### src/rtl/memoria_pkg.sv
// memoria_pkg
//    Shared types and default sizing for the parametrised data memory
//    (memoria_dados_param) of the nRISC datapath.
//
//    memoria_estado_t : controller state (zero-fill sweep vs. normal service)
//    MEM_DATA_W       : default word width in bits
//    MEM_ADDR_W       : default address width in bits
//    MEM_DEPTH        : default number of implemented words
//
//    Optional build macro used by the top level: MEMORIA_BYPASS_EN.

package memoria_pkg;

   typedef enum logic {
      MEM_INIT = 1'b0,
      MEM_RUN  = 1'b1
   } memoria_estado_t;

   localparam int MEM_DATA_W = 8;
   localparam int MEM_ADDR_W = 8;
   localparam int MEM_DEPTH  = 256;

   // Index width needed to address DEPTH words; never below one bit so a
   // single-word memory still has a legal index.
   function automatic int mem_idx_w(input int depth);
      return (depth > 1) ? $clog2(depth) : 1;
   endfunction

endpackage

### src/rtl/memoria_array.sv
// memoria_array
//    Plain word storage for memoria_dados_param: one synchronous write port
//    and one registered, read-first read port. The storage itself has no
//    reset; only the read register is cleared so the output is defined
//    straight after reset.
//
//    Ports:
//       clock   in   rising-edge clock
//       reset   in   synchronous active-high, clears the read register only
//       we      in   write enable
//       waddr   in   write address (caller guarantees waddr < DEPTH)
//       wdata   in   write data
//       re      in   read enable; rdata holds when low
//       raddr   in   read address (caller guarantees raddr < DEPTH)
//       rdata   out  registered read data (old contents on a same-edge write)

module memoria_array
   import memoria_pkg::*;
#(
   parameter int DATA_W = MEM_DATA_W,
   parameter int ADDR_W = MEM_ADDR_W,
   parameter int DEPTH  = MEM_DEPTH
) (
   input  logic              clock,
   input  logic              reset,
   input  logic              we,
   input  logic [ADDR_W-1:0] waddr,
   input  logic [DATA_W-1:0] wdata,
   input  logic              re,
   input  logic [ADDR_W-1:0] raddr,
   output logic [DATA_W-1:0] rdata
);

   localparam int IDX_W = mem_idx_w(DEPTH);

   logic [DATA_W-1:0] mem [DEPTH];
   logic [IDX_W-1:0]  widx;
   logic [IDX_W-1:0]  ridx;

   // Only the low bits select a word; the caller has already rejected any
   // address at or above DEPTH.
   assign widx = IDX_W'(waddr);
   assign ridx = IDX_W'(raddr);

   always_ff @(posedge clock) begin
      if (we) begin
         mem[widx] <= wdata;
      end
   end

   always_ff @(posedge clock) begin
      if (reset) begin
         rdata <= '0;
      end else if (re) begin
         rdata <= mem[ridx];
      end
   end

endmodule

### src/rtl/memoria_dados_param.sv
// memoria_dados_param
//    Parametrised single-port data memory sitting between the ALU address
//    path and the register-file write-back mux. After reset a hardware sweep
//    writes zero to every word (DEPTH cycles); only then is pronto raised and
//    requests accepted. Reads are registered with a one-cycle lidoValido
//    strobe; addresses at or above DEPTH are rejected and flagged on erroEnd.
//
//    Build macro MEMORIA_BYPASS_EN:
//       defined   -> write-first: a read and write to the same address in one
//                    cycle returns the new dadoEscr on dadoLido
//       undefined -> read-first: the same case returns the old contents
//    In both builds the memory holds dadoEscr after that edge.
//
//    Ports:
//       clock       in   rising-edge clock
//       reset       in   synchronous active-high reset, dominates requests
//       memWrite    in   write request
//       memLoad     in   read request
//       endereco    in   word address
//       dadoEscr    in   write data
//       dadoLido    out  read data, holds between reads, 0 for rejected reads
//       lidoValido  out  one-cycle pulse when dadoLido was updated
//       pronto      out  sweep finished, requests accepted
//       erroEnd     out  last request addressed endereco >= DEPTH
//
//    state    | meaning
//    ---------+------------------------------------------------------------
//    MEM_INIT | zero-fill sweep, one word per cycle; requests ignored
//    MEM_RUN  | normal service of memWrite / memLoad

module memoria_dados_param
   import memoria_pkg::*;
#(
   parameter int DATA_W = MEM_DATA_W,
   parameter int ADDR_W = MEM_ADDR_W,
   parameter int DEPTH  = MEM_DEPTH
) (
   input  logic              clock,
   input  logic              reset,
   input  logic              memWrite,
   input  logic              memLoad,
   input  logic [ADDR_W-1:0] endereco,
   input  logic [DATA_W-1:0] dadoEscr,
   output logic [DATA_W-1:0] dadoLido,
   output logic              lidoValido,
   output logic              pronto,
   output logic              erroEnd
);

   // One extra bit so DEPTH == 2**ADDR_W is representable.
   localparam logic [ADDR_W:0]   DEPTH_LIM = (ADDR_W+1)'(DEPTH);
   localparam logic [ADDR_W-1:0] ULTIMO    = ADDR_W'(DEPTH - 1);

   memoria_estado_t   estado;
   logic [ADDR_W-1:0] cnt;

   logic              em_faixa;
   logic              em_run;
   logic              arr_we;
   logic [ADDR_W-1:0] arr_waddr;
   logic [DATA_W-1:0] arr_wdata;
   logic              arr_re;
   logic [DATA_W-1:0] arr_rdata;

   // Last accepted read was out of range: dadoLido must show zero.
   logic              rd_fora;

`ifdef MEMORIA_BYPASS_EN
   // Last accepted read collided with a write to the same word; the array
   // returned the old contents, so the captured write data is shown instead.
   logic              rd_byp;
   logic [DATA_W-1:0] byp_dado;
`endif

   assign em_faixa = ({1'b0, endereco} < DEPTH_LIM);
   assign em_run   = (estado == MEM_RUN);

   // Write mux: the sweep owns the write port until the memory is ready.
   always_comb begin
      arr_we    = 1'b0;
      arr_waddr = endereco;
      arr_wdata = dadoEscr;
      if (!reset) begin
         if (estado == MEM_INIT) begin
            arr_we    = 1'b1;
            arr_waddr = cnt;
            arr_wdata = '0;
         end else begin
            arr_we    = memWrite & em_faixa;
         end
      end
   end

   assign arr_re = ~reset & em_run & memLoad & em_faixa;

   memoria_array #(
      .DATA_W (DATA_W),
      .ADDR_W (ADDR_W),
      .DEPTH  (DEPTH)
   ) u_array (
      .clock (clock),
      .reset (reset),
      .we    (arr_we),
      .waddr (arr_waddr),
      .wdata (arr_wdata),
      .re    (arr_re),
      .raddr (endereco),
      .rdata (arr_rdata)
   );

   always_ff @(posedge clock) begin
      if (reset) begin
         estado     <= MEM_INIT;
         cnt        <= '0;
         pronto     <= 1'b0;
         erroEnd    <= 1'b0;
         lidoValido <= 1'b0;
         rd_fora    <= 1'b0;
`ifdef MEMORIA_BYPASS_EN
         rd_byp     <= 1'b0;
         byp_dado   <= '0;
`endif
      end else begin
         unique case (estado)
            MEM_INIT: begin
               lidoValido <= 1'b0;
               if (cnt == ULTIMO) begin
                  estado <= MEM_RUN;
                  pronto <= 1'b1;
               end else begin
                  cnt <= cnt + ADDR_W'(1);
               end
            end
            MEM_RUN: begin
               lidoValido <= memLoad;
               if (memLoad) begin
                  rd_fora  <= ~em_faixa;
`ifdef MEMORIA_BYPASS_EN
                  rd_byp   <= memWrite & em_faixa;
                  byp_dado <= dadoEscr;
`endif
               end
               // Any request, accepted or rejected, reports on its address.
               if (memWrite || memLoad) begin
                  erroEnd <= ~em_faixa;
               end
            end
            default: begin
               estado <= MEM_INIT;
               cnt    <= '0;
            end
         endcase
      end
   end

   // All selects and sources are flops, so dadoLido changes only at the edge.
`ifdef MEMORIA_BYPASS_EN
   assign dadoLido = rd_fora ? '0 : (rd_byp ? byp_dado : arr_rdata);
`else
   assign dadoLido = rd_fora ? '0 : arr_rdata;
`endif

endmodule

### config.mk
export PLATFORM = sky130hd
export DESIGN_NAME = memoria_dados_param
export DESIGN_NICKNAME = d
export VERILOG_FILES = /design/src/rtl/memoria_pkg.sv /design/src/rtl/memoria_array.sv /design/src/rtl/memoria_dados_param.sv
export SDC_FILE = /design/constraint.sdc
export NUM_CORES = 2
export LEC_CHECK = 0
export BUFFER_PORTS_ARGS = -buffer_cell sky130_fd_sc_hd__buf_2
export CORE_MARGIN = 2
export CORE_UTILIZATION = 65
export CTS_CLUSTER_SIZE = 24
export DETAILED_ROUTE_END_ITERATION = 6
export PLACE_DENSITY = 0.81
export SYNTH_ARGS = -nofsm -noshare
export SYNTH_HDL_FRONTEND = slang
export SYNTH_SLANG_ARGS = --single-unit
### constraint.sdc
create_clock -name clock -period 10.5 [get_ports clock]
set_clock_uncertainty 0.05 [all_clocks]
set_input_delay 0.525 -clock clock [delete_from_list [all_inputs] [get_ports clock]]
set_output_delay 0.525 -clock clock [all_outputs]
set_load 0.05 [all_outputs]
==> run_summary.xml <==
<?xml version="1.0" encoding="UTF-8"?>
<metrics>
  <group name="worst_setup_path">
    <metric name="cpMaxStageDelayCell" unit="">nor2_1</metric>
    <metric name="critical_path.cell_chain" unit="">or2_2 -&gt; o21ai_1 -&gt; nand3_2 -&gt; nor2_1</metric>
    <metric name="critical_path_required" unit="ns">10.89</metric>
    <metric name="critPathCaptureType" unit="">flop</metric>
    <metric name="timing.rr.start" unit="">em_run</metric>
    <metric name="critical_path.n_buffers_inverters" unit="">0</metric>
    <metric name="cp_max_fo" unit="">25</metric>
    <metric name="arrival" unit="ns">4.90</metric>
    <metric name="setup.worst_path.start" unit="">em_run</metric>
    <metric name="critPathLaunchType" unit="">flop</metric>
    <metric name="critPathMaxStageDelay" unit="ns">1.12</metric>
    <metric name="cp_top_family" unit="">simple AND/OR/NAND/NOR gates</metric>
    <metric name="timing.setup.critical_path_class" unit="">reg2reg</metric>
  </group>
  <group name="routing">
    <metric name="drc" unit="">0</metric>
    <metric name="dr_total_vias" unit="">43000</metric>
    <metric name="avgRoutedWirePerCell" unit="µm">34.7</metric>
    <metric name="drtPass1Iterations" unit="">6</metric>
    <metric name="finalWirelength" unit="µm">204000</metric>
    <metric name="detail-route-antenna-nets" unit="">0</metric>
    <metric name="drt_first_iter_violations" unit="">7118</metric>
    <metric name="vias_per_cell" unit="">7.31</metric>
  </group>
  <group name="clock_network">
    <metric name="clkTransAtPathRegs" unit="ns">0.06</metric>
    <metric name="clock_latency_on_the_worst_skew_pair" unit="ns">0.83</metric>
    <metric name="cts_tree" unit="">built</metric>
    <metric name="post-cts-setup-buffers" unit="">0</metric>
    <metric name="clock_tree.buffer_depth" unit="">3</metric>
    <metric name="root_driver" unit="">clkbuf_16</metric>
    <metric name="cts-buffers-inserted" unit="">191</metric>
    <metric name="post_cts_hold_buffer_count" unit="">0</metric>
    <metric name="cts_num_sinks" unit="">2067</metric>
    <metric name="cts_repair_resize_count" unit="">0</metric>
    <metric name="clock_tree.htree_level_count" unit="">4</metric>
  </group>
  <group name="timing">
    <metric name="timing.final.crit_period" unit="ns">4.52</metric>
    <metric name="period_share" unit="">0.430</metric>
    <metric name="report.final.slew_viol_count" unit="">0</metric>
    <metric name="slew-limit-headroom" unit="">0.0215</metric>
    <metric name="setup-tns-final" unit="ns">0</metric>
    <metric name="tightest_slew" unit="ns">1.46</metric>
    <metric name="final-hold-violation-count" unit="">0</metric>
    <metric name="setup_viol" unit="">0</metric>
    <metric name="grt_setup_unrepaired" unit="">no</metric>
    <metric name="max_clock_freq" unit="GHz">0.221</metric>
  </group>
  <group name="synthesis">
    <metric name="synth_sequential_area_ratio" unit="">0.765</metric>
    <metric name="synth_warnings" unit="">0</metric>
    <metric name="synth_simple_gate_area_share" unit="">0.0322</metric>
    <metric name="synth_top_family_by_area" unit="">multiplexers</metric>
    <metric name="ys_seq_elements" unit="">2067</metric>
    <metric name="postSynthAreaPerCell" unit="µm²">20.1</metric>
    <metric name="xor_xnor_share_of_the_synthesized_area" unit="">0.000758</metric>
    <metric name="yosysUniqueCellTypes" unit="">74</metric>
    <metric name="yosys.area_share.adder" unit="">0.000155</metric>
    <metric name="syn-instance-count" unit="">4031</metric>
    <metric name="synth_area" unit="µm²">80900</metric>
    <metric name="synth_enable_flop_cells" unit="">2048</metric>
    <metric name="synth_async_reset_ratio" unit="">0</metric>
    <metric name="compound_gate_fraction_of_synth_area" unit="">0.0386</metric>
    <metric name="synth_flop_cell" unit="">edfxtp_1</metric>
    <metric name="syn_nets" unit="">4052</metric>
    <metric name="synth_mux_area_frac" unit="">0.142</metric>
  </group>
  <group name="global_routing">
    <metric name="via_count_of_the_first_global_routing_pass" unit="">42300</metric>
    <metric name="globalRouteTotalUtil" unit="">0.324</metric>
    <metric name="antenna_found_initial" unit="">9</metric>
    <metric name="grt_max_degree" unit="">207</metric>
    <metric name="grt_pass1_wl" unit="µm">294000</metric>
    <metric name="globalRouteOverflowTotal" unit="">0</metric>
  </group>
  <group name="hold_path">
    <metric name="worstHoldPathType" unit="">in2reg</metric>
    <metric name="min-delay-start" unit="">reset</metric>
  </group>
  <group name="floorplanning">
    <metric name="die_w" unit="µm">357</metric>
    <metric name="placement_rows" unit="">129</metric>
    <metric name="fp.dieArea" unit="µm²">127000</metric>
    <metric name="ioPinCount" unit="">31</metric>
    <metric name="initial_utilization" unit="">0.654</metric>
    <metric name="die_height" unit="µm">357</metric>
    <metric name="core_region_area" unit="µm²">124000</metric>
  </group>
  <group name="layout">
    <metric name="nNetsFinal" unit="">4097</metric>
    <metric name="final_layout_size_suffix_gt1_frac" unit="">0.179</metric>
    <metric name="flow.area_growth_from_synthesis" unit="%">9.09</metric>
    <metric name="number_of_filler_instances_in_the_final_layout" unit="">6876</metric>
  </group>
  <group name="flow_run">
    <metric name="cap_viol_max_count" unit="">0</metric>
  </group>
  <group name="pwr">
    <metric name="power_density" unit="nW/µm²">190</metric>
    <metric name="power.static_leakage" unit="nW">28.0</metric>
    <metric name="finalPower" unit="mW">16.7</metric>
    <metric name="vdd_ir_drop_max" unit="mV">0.172</metric>
  </group>
  <group name="placement">
    <metric name="place.detailed.hpwl" unit="µm">117000</metric>
    <metric name="placement.io_buffers" unit="">29</metric>
    <metric name="place_congestion" unit="">0.907</metric>
  </group>
  <group name="status">
    <metric name="status" unit="">completed</metric>
  </group>
</metrics>
[kinds of logic after synthesis]
family | Yosys count
compound gates | 440
xor+xnor | 7
fa+ha+maj | 1
buf+inv | 250
flops | 2067
mux | 672
other cells | 1
simple gates | 593
[cells in the mapped netlist, types with 3 or more instances]
cell       count  area [µm²]
edfxtp_1    2048       61500
mux4_2       352        7930
nor2_1       299        1120
mux2i_1      296        2960
nand2_1      131         492
o22ai_1      108         676
a22oi_1       76         571
clkbuf_1      76         285
buf_2         75         375
nand3_1       55         275
o221ai_1      49         429
a21oi_1       47         235
a211oi_1      46         345
o21ai_0       32         160
buf_6         27         304
buf_4         25         188
nor3_1        23         115
mux4_1        21         552
dfxtp_1       19         380
buf_8         17         255
a31oi_1       14        87.6
and2_1        14        87.6
a2111oi_0     13         114
buf_1         13        48.8
nand3b_1      12        90.1
o31ai_1       12        90.1
buf_12        11         220
a22o_1         9        78.8
nand4_1        8        50.1
or3_1          8        50.1
nor2b_1        7        43.8
nor4_1         7        43.8
o211ai_1       6        45.0
nand2b_1       5        31.3
xor2_1         5        43.8
inv_1          4        15.0
nand3_2        4        40.0
a31o_2         3        26.3
and3_1         3        18.8
mux2_2         3        33.8
nor3b_1        3        22.5
o2111ai_1      3        26.3
o221ai_2       3        45.0
[worst paths after layout]
check             slack [ns]                 end  cells past startpoint
setup / recovery        5.98  u_array.mem[78][4]                      4
hold reg to reg         0.42              pronto                      2
setup reg to reg        5.98  u_array.mem[78][4]                      4
hold / removal          0.07              cnt[5]                      2
[flip-flops by register name, indices dropped and copies added (netlist names)]
name / flops
lidoValido: 1
u_array.mem: 2048
pronto: 1
cnt: 8
u_array.rdata: 8
em_run: 1
[placed cells by master, fill, tap and decap left out, types with 8 or more instances in the layout]
| cell | n |
|---|---|
| edfxtp_1 | 2048 |
| mux4_2 | 352 |
| nor2_1 | 298 |
| mux2i_1 | 296 |
| clkbuf_16 | 197 |
| nand2_1 | 130 |
| o22ai_1 | 108 |
| a22oi_1 | 76 |
| buf_4 | 63 |
| clkinv_1 | 53 |
| o221ai_1 | 49 |
| nand3_1 | 48 |
| a21oi_1 | 47 |
| a211oi_1 | 46 |
| clkbuf_1 | 42 |
| o21ai_0 | 32 |
| clkinv_2 | 31 |
| buf_2 | 27 |
| nor3_1 | 22 |
| mux4_1 | 21 |
| dfxtp_1 | 19 |
| bufinv_16 | 16 |
| a31oi_1 | 14 |
| nand3b_1 | 12 |
| o31ai_1 | 12 |
| nand3_2 | 11 |
| a2111oi_0 | 11 |
| a22o_1 | 9 |
| and2_4 | 8 |
| or3_1 | 8 |
| nand4_1 | 8 |
[where the power goes]
| part | internal [mW] | switching (mW) | total [mW] |
|---|---|---|---|
| Clock | 3.84 | 3.03 | 6.88 |
| Sequential | 9.08 | 0.00473 | 9.08 |
| Combinational | 0.236 | 0.537 | 0.773 |
| Total | 13.2 | 3.58 | 16.7 |
[layer usage]
layer  part of all wire  GRT usage  up-vias  wire, µm
li1                   -          -    16700         -
met1               0.35      0.455    22000     70800
met2               0.46      0.481     3653     93900
met3               0.15      0.100      613     29600
met4              0.047      0.137       12      9500
met5            0.00039          0        -        80
[cell type report]
type / instances / area [µm²] / share of cell area
clock buffers: 240 / 5100 / 0.0578
well taps: 1637 / 2050 / 0.0232
flip-flops and latches: 2067 / 61900 / 0.701
clock inverters: 116 / 1060 / 0.0120
inverters: 4 / 16.3 / 0.000184
repair buffers: 98 / 743 / 0.00842
multi-input cells: 1714 / 17400 / 0.197
diodes: 2 / 5.00 / 0.0000567
[metrics by stage]
stage / utilization / area [µm²] / instances / setup WS (ns) / hold WS, ns
2_1_floorplan: - / 80900 / 4031 / 5.25 / 0.485
3_3_place_gp: 0.664 / 82000 / 5518 / 5.30 / 0.399
3_5_place_dp: 0.664 / 82000 / 5519 / 5.17 / 0.416
4_1_cts: 0.713 / 88200 / 5875 / 6.08 / 0.00769
5_1_grt: 0.714 / 88200 / 5876 / 5.81 / 0.0539
6_report: 0.714 / 88200 / 5878 / 5.98 / 0.0698
No activity file was read; power rests on OpenSTA's default activity.
